--- src/rtl/speed_round_ctrl.sv ---
// speed_round_ctrl
//   Sequences one speed round for a push-counter game. A start request clears the push
//   counters, shows a countdown, opens the push window for a fixed number of ticks,
//   waits for the counter comparison to settle, and latches the winner. The winner is
//   held for a display period, and the counters are cleared again on exit.
//
// Ports
//   clk            system clock, all state on rising edge
//   rst            asynchronous active-high reset
//   i_tick         one-clk timebase enable pulse
//   i_start        round request (level, honoured only in IDLE)
//   i_abort        synchronous cancel of the current round
//   i_speed_right  push-counter result: right count greater
//   i_speed_tie    push-counter result: counts equal
//   o_speed_round  push window open
//   o_speed_exit   one-clk pulse clearing the push counters
//   o_busy         high in every state except IDLE
//   o_cd_digit     countdown value, 0 outside COUNTDOWN
//   o_result_valid one-clk pulse coinciding with a winner update
//   o_winner       00 none, 01 left, 10 right, 11 tie
module speed_round_ctrl #(
   parameter int unsigned CD_STEPS      = 3,
   parameter int unsigned STEP_TICKS    = 1000,
   parameter int unsigned ROUND_TICKS   = 5000,
   parameter int unsigned SETTLE_CYCLES = 6,
   parameter int unsigned RESULT_TICKS  = 2000
) (
   input  logic       clk,
   input  logic       rst,
   input  logic       i_tick,
   input  logic       i_start,
   input  logic       i_abort,
   input  logic       i_speed_right,
   input  logic       i_speed_tie,
   output logic       o_speed_round,
   output logic       o_speed_exit,
   output logic       o_busy,
   output logic [3:0] o_cd_digit,
   output logic       o_result_valid,
   output logic [1:0] o_winner
);

   typedef enum logic [2:0] {
      IDLE, CLEAR, COUNTDOWN, ACTIVE, SETTLE, JUDGE, HOLD, EXIT
   } state_t;

   // Counters hold "events seen so far", so the last event matches the value minus one.
   localparam logic [15:0] STEP_LAST   = 16'(STEP_TICKS - 1);
   localparam logic [15:0] ROUND_LAST  = 16'(ROUND_TICKS - 1);
   localparam logic [15:0] SETTLE_LAST = 16'(SETTLE_CYCLES - 1);
   localparam logic [15:0] RESULT_LAST = 16'(RESULT_TICKS - 1);

   state_t      r_state;
   logic [15:0] r_cnt;
   logic        r_speed_round;
   logic        r_speed_exit;
   logic        r_busy;
   logic [3:0]  r_cd_digit;
   logic        r_result_valid;
   logic [1:0]  r_winner;

   always_ff @(posedge clk or posedge rst) begin
      if (rst) begin
         r_state        <= IDLE;
         r_cnt          <= 16'd0;
         r_speed_round  <= 1'b0;
         r_speed_exit   <= 1'b0;
         r_busy         <= 1'b0;
         r_cd_digit     <= 4'd0;
         r_result_valid <= 1'b0;
         r_winner       <= 2'b00;
      end else begin
         r_speed_exit   <= 1'b0;
         r_result_valid <= 1'b0;
         if (r_state != IDLE && i_abort) begin
            // Abort while already exiting finishes the exit so the clear pulse stays single.
            if (r_state == EXIT) begin
               r_state <= IDLE;
               r_busy  <= 1'b0;
            end else begin
               r_state      <= EXIT;
               r_speed_exit <= 1'b1;
            end
            r_cnt         <= 16'd0;
            r_speed_round <= 1'b0;
            r_cd_digit    <= 4'd0;
            r_winner      <= 2'b00;
         end else begin
            case (r_state)
               IDLE: begin
                  if (i_start) begin
                     r_state      <= CLEAR;
                     r_speed_exit <= 1'b1;
                     r_busy       <= 1'b1;
                     r_cnt        <= 16'd0;
                  end
               end
               CLEAR: begin
                  r_state    <= COUNTDOWN;
                  r_cd_digit <= 4'(CD_STEPS);
                  r_cnt      <= 16'd0;
               end
               COUNTDOWN: begin
                  if (i_tick) begin
                     if (r_cnt == STEP_LAST) begin
                        r_cnt <= 16'd0;
                        if (r_cd_digit == 4'd1) begin
                           r_state       <= ACTIVE;
                           r_cd_digit    <= 4'd0;
                           r_speed_round <= 1'b1;
                        end else begin
                           r_cd_digit <= r_cd_digit - 4'd1;
                        end
                     end else begin
                        r_cnt <= r_cnt + 16'd1;
                     end
                  end
               end
               ACTIVE: begin
                  if (i_tick) begin
                     if (r_cnt == ROUND_LAST) begin
                        r_state       <= SETTLE;
                        r_cnt         <= 16'd0;
                        r_speed_round <= 1'b0;
                     end else begin
                        r_cnt <= r_cnt + 16'd1;
                     end
                  end
               end
               SETTLE: begin
                  // Counts clk cycles, not ticks: gives the push counters time to settle.
                  if (r_cnt == SETTLE_LAST) begin
                     r_state <= JUDGE;
                     r_cnt   <= 16'd0;
                  end else begin
                     r_cnt <= r_cnt + 16'd1;
                  end
               end
               JUDGE: begin
                  if (i_speed_tie) begin
                     r_winner <= 2'b11;
                  end else if (i_speed_right) begin
                     r_winner <= 2'b10;
                  end else begin
                     r_winner <= 2'b01;
                  end
                  r_result_valid <= 1'b1;
                  r_state        <= HOLD;
                  r_cnt          <= 16'd0;
               end
               HOLD: begin
                  if (i_tick) begin
                     if (r_cnt == RESULT_LAST) begin
                        r_state      <= EXIT;
                        r_cnt        <= 16'd0;
                        r_speed_exit <= 1'b1;
                     end else begin
                        r_cnt <= r_cnt + 16'd1;
                     end
                  end
               end
               EXIT: begin
                  r_state <= IDLE;
                  r_busy  <= 1'b0;
                  r_cnt   <= 16'd0;
               end
               default: begin
                  r_state <= IDLE;
                  r_busy  <= 1'b0;
                  r_cnt   <= 16'd0;
               end
            endcase
         end
      end
   end

   assign o_speed_round  = r_speed_round;
   assign o_speed_exit   = r_speed_exit;
   assign o_busy         = r_busy;
   assign o_cd_digit     = r_cd_digit;
   assign o_result_valid = r_result_valid;
   assign o_winner       = r_winner;

endmodule

--- config.mk ---
export PLATFORM = sky130hd
export DESIGN_NAME = speed_round_ctrl
export DESIGN_NICKNAME = d
export VERILOG_FILES = /design/src/rtl/speed_round_ctrl.sv
export SDC_FILE = /design/constraint.sdc
export NUM_CORES = 1
export LEC_CHECK = 0
export CORE_MARGIN = 3
export CORE_UTILIZATION = 57
export CTS_CLUSTER_DIAMETER = 60
export DETAILED_ROUTE_END_ITERATION = 10
export PLACE_DENSITY = 0.8
export SKIP_CTS_REPAIR_TIMING = 1
export SLEW_MARGIN = 30
export SYNTH_ARGS = -nofsm -noshare
export SYNTH_HDL_FRONTEND = slang
export SYNTH_SLANG_ARGS = --single-unit
--- constraint.sdc ---
create_clock -name clk -period 2.5 [get_ports clk]
set_clock_uncertainty 0.1 [all_clocks]
set_input_delay 0.25 -clock clk [delete_from_list [all_inputs] [get_ports clk]]
set_output_delay 0.25 -clock clk [all_outputs]
set_load 0.02 [all_outputs]
==> qor.csv <==
metric,value,unit
Layout Utilization,0.7160,
Critical path buffers and inverters,0,
Slew HR,0.6939,
Syn Inst Count,219,
nets,254,
via density per instance,6.243,
initial antenna violation count,0,
grt ovf,0,
Die Span X,63.94,um
I/O Buffers,16,
first-pass GRT wire length,7.859,mm
Worst R2R Path Depth,6,
CTS Buf Count,5,
setup TNS,0,ns
RSZ-0062 raised after global routing,no,
hpwl dp,3.433,mm
DRC,0,
Root Buffer,clkbuf_4,
"reg-to-reg slack, setup",0.14,ns
Ys Warns,0,
Fin. Hold Viols,0,
total power per unit cell area,875.1,nW/um2
Tcrit/Tclk final,0.9460,
wire length per cell,15.99,um
share of cells above drive strength 1,0.1230,
Mean Syn Cell Area,8.736,um2
Worst-path clk slew,0.09,ns
Startpoint Class,flop,
met3 routed WL,226,um
most frequent cells in the layout,"29 x dfrtp_1, 25 x nand2_1, 18 x o21ai_0, 16 x clkdlybuf4s50_1, 13 x nor2_1",
vias in the first global route,1706,
"most common cell after layout, fill and taps aside",dfrtp_1,
"Clk Latency, worst-skew pair",0.34,ns
max_cap viols,0,
Max Slew Vio Count,0,
Crit Path Class,reg -> reg,
dpl cells,280,
P_leak,0.9400,nW
violation count after the first detailed-route iteration,138,
via count,1798,
DP Worst Slack,0.1041,ns
Clock Path Buffers,2,
min Tclk post-route,2.365,ns
"Max FO, Critical Path",6,
Hold WC Path Type,in -> async,
Diodes inserted,0,
Detailed Routing Iterations Pass 1,4,
Area Growth Syn to Fin,17.07,%
worst ir drop on vdd,0.5717,mV
Syn Nets,230,
CP max stage cell,or4_4,
WP data arrival,2.49,ns
sequential area share after synthesis,0.3793,
Reg-to-Reg End,r_state[0],
CP startpoint,r_cnt[0],
Cell Rows,20,
Worst setup endpoint,r_state[0],
global-route usage over all layers,0.2437,
DIE AREA,4088,um2
fmax,422.8,MHz
drt total wl,4.605,mm
fin worst setup slack,0.1351,ns
ys async rst share,1.000,
Post-synth EDFFs,0,
run status,completed,
Post-Route M1 WL,2.093,mm
CP peak stage delay,0.51,ns
# IOs,17,
Non-Filler Instances,288,
Least-Margin Pin Slew,0.4582,ns
worst r2r src,r_cnt[0],
Die H,63.94,um
Core ar.,3128,um2
Synth Cell Area,1913,um2
CTS tree,done,
Initial Util,0.6116,
met2 WL post-DR,2.189,mm
"FF+latch count, synth",29,
CP Depth,6,
"Req. time, crit path",2.63,ns
setup violators final,0,
Placer Congestion,0.8885,
largest net degree at the start of global routing,30,
"Cell Chain, Critical Path",ha_2 > and4bb_1 > nand4_1 > and2_1 > or4_4 > mux2_4,
main flop type after synthesis,dfrtp_1,
total clock sinks,29,
# H-tree levels,2,
DRT antenna net count,0,
endpoint class of the critical path,flop,
post-synth cell types,55,
"CP delay by family, top",simple AND/OR/NAND/NOR gates,
max layer used,met4,
-- state kept, by name, indices dropped and copies added (netlist names) --
register	flops
o_winner	2
r_cnt	16
o_speed_exit	1
o_speed_round	1
o_cd_digit	4
o_result_valid	1
r_state	3
o_busy	1
-- final cells by class --
class / count / area, um2
multi-input cells: 171 / 1112
fillers: 261 / 888.4
flip-flops and latches: 29 / 725.7
repair buffers: 27 / 242.7
clock buffers: 7 / 65.06
well taps: 44 / 55.05
inverters: 9 / 33.78
clock inverters: 1 / 5.005
-- synthesized netlist by cell type, types with 2 or more instances --
cell	n	area (um2)
dfrtp_1	29	725.7
nand2_1	25	93.84
o21ai_0	18	90.09
nor2_1	13	48.80
a21oi_1	11	55.05
inv_1	9	33.78
nand3_1	7	35.03
nor4_1	7	43.79
or3_1	7	43.79
nand4_1	6	37.54
nor2b_1	6	37.54
and4_1	5	43.79
clkbuf_1	5	18.77
and2_1	4	25.02
buf_2	4	20.02
ha_1	4	50.05
nor3_1	4	20.02
o31ai_1	4	30.03
xnor2_1	4	35.03
and3_1	3	18.77
nand2b_1	3	18.77
nor3b_1	3	22.52
o22ai_1	3	18.77
and4bb_1	2	25.02
nor4b_1	2	17.52
o41ai_1	2	17.52
-- through the flow --
| stage | total power [mW] | hold WS, ns | cell area (um2) |
|---|---|---|---|
| floorplan | 1.290 | 0.2281 | 1913 |
| global placement | 1.579 | 0.3589 | 2161 |
| detailed placement | 1.625 | 0.3600 | 2161 |
| CTS | 1.964 | 0.1986 | 2231 |
| global route | 2.107 | 0.2227 | 2240 |
| finish | 1.960 | 0.1903 | 2240 |
-- worst reg2reg max path, stage by stage (launching register included) --
cell and delay (ns):
dfrtp_1 0.44, ha_2 0.27, and4bb_1 0.25, nand4_1 0.15, and2_1 0.24, or4_4 0.51
mux2_4 0.31
-- per-layer routing --
metal,global-route usage,vias to the layer above
li1,-,870
met1,0.3187,863
met2,0.3884,55
met3,0.05448,10
met4,0.09973,0
met5,0,-
-- worst min-delay path by stage --
stage / startpoint / to / slack [ns] / cells past startpoint
2_1_floorplan: rst / o_busy / 0.23 / 1
3_3_place_gp: o_winner[1] / o_winner[1] / 0.36 / 2
3_5_place_dp: o_winner[1] / o_winner[1] / 0.36 / 2
4_1_cts: rst / r_cnt[4] / 0.20 / 3
5_1_grt: rst / r_cnt[13] / 0.22 / 3
6_report: rst / o_result_valid / 0.19 / 3
-- where the power goes --
part	total, mW	switching (mW)	internal, mW
sequential	0.675	0.115	0.560
combinational	0.953	0.527	0.426
clock	0.333	0.170	0.163
total	1.96	0.811	1.15
-- kinds of logic after synthesis --
kind of cell    count (synthesis)  share of synthesized area
compound gates                 54                     0.1864
xor+xnor                        5                    0.02289
fa+ha+maj                       4                    0.02616
buf+inv                        19                    0.04382
flops                          29                     0.3793
mux                             3                    0.01896
simple gates                  105                     0.3224
(Power assumes the default switching activity.)
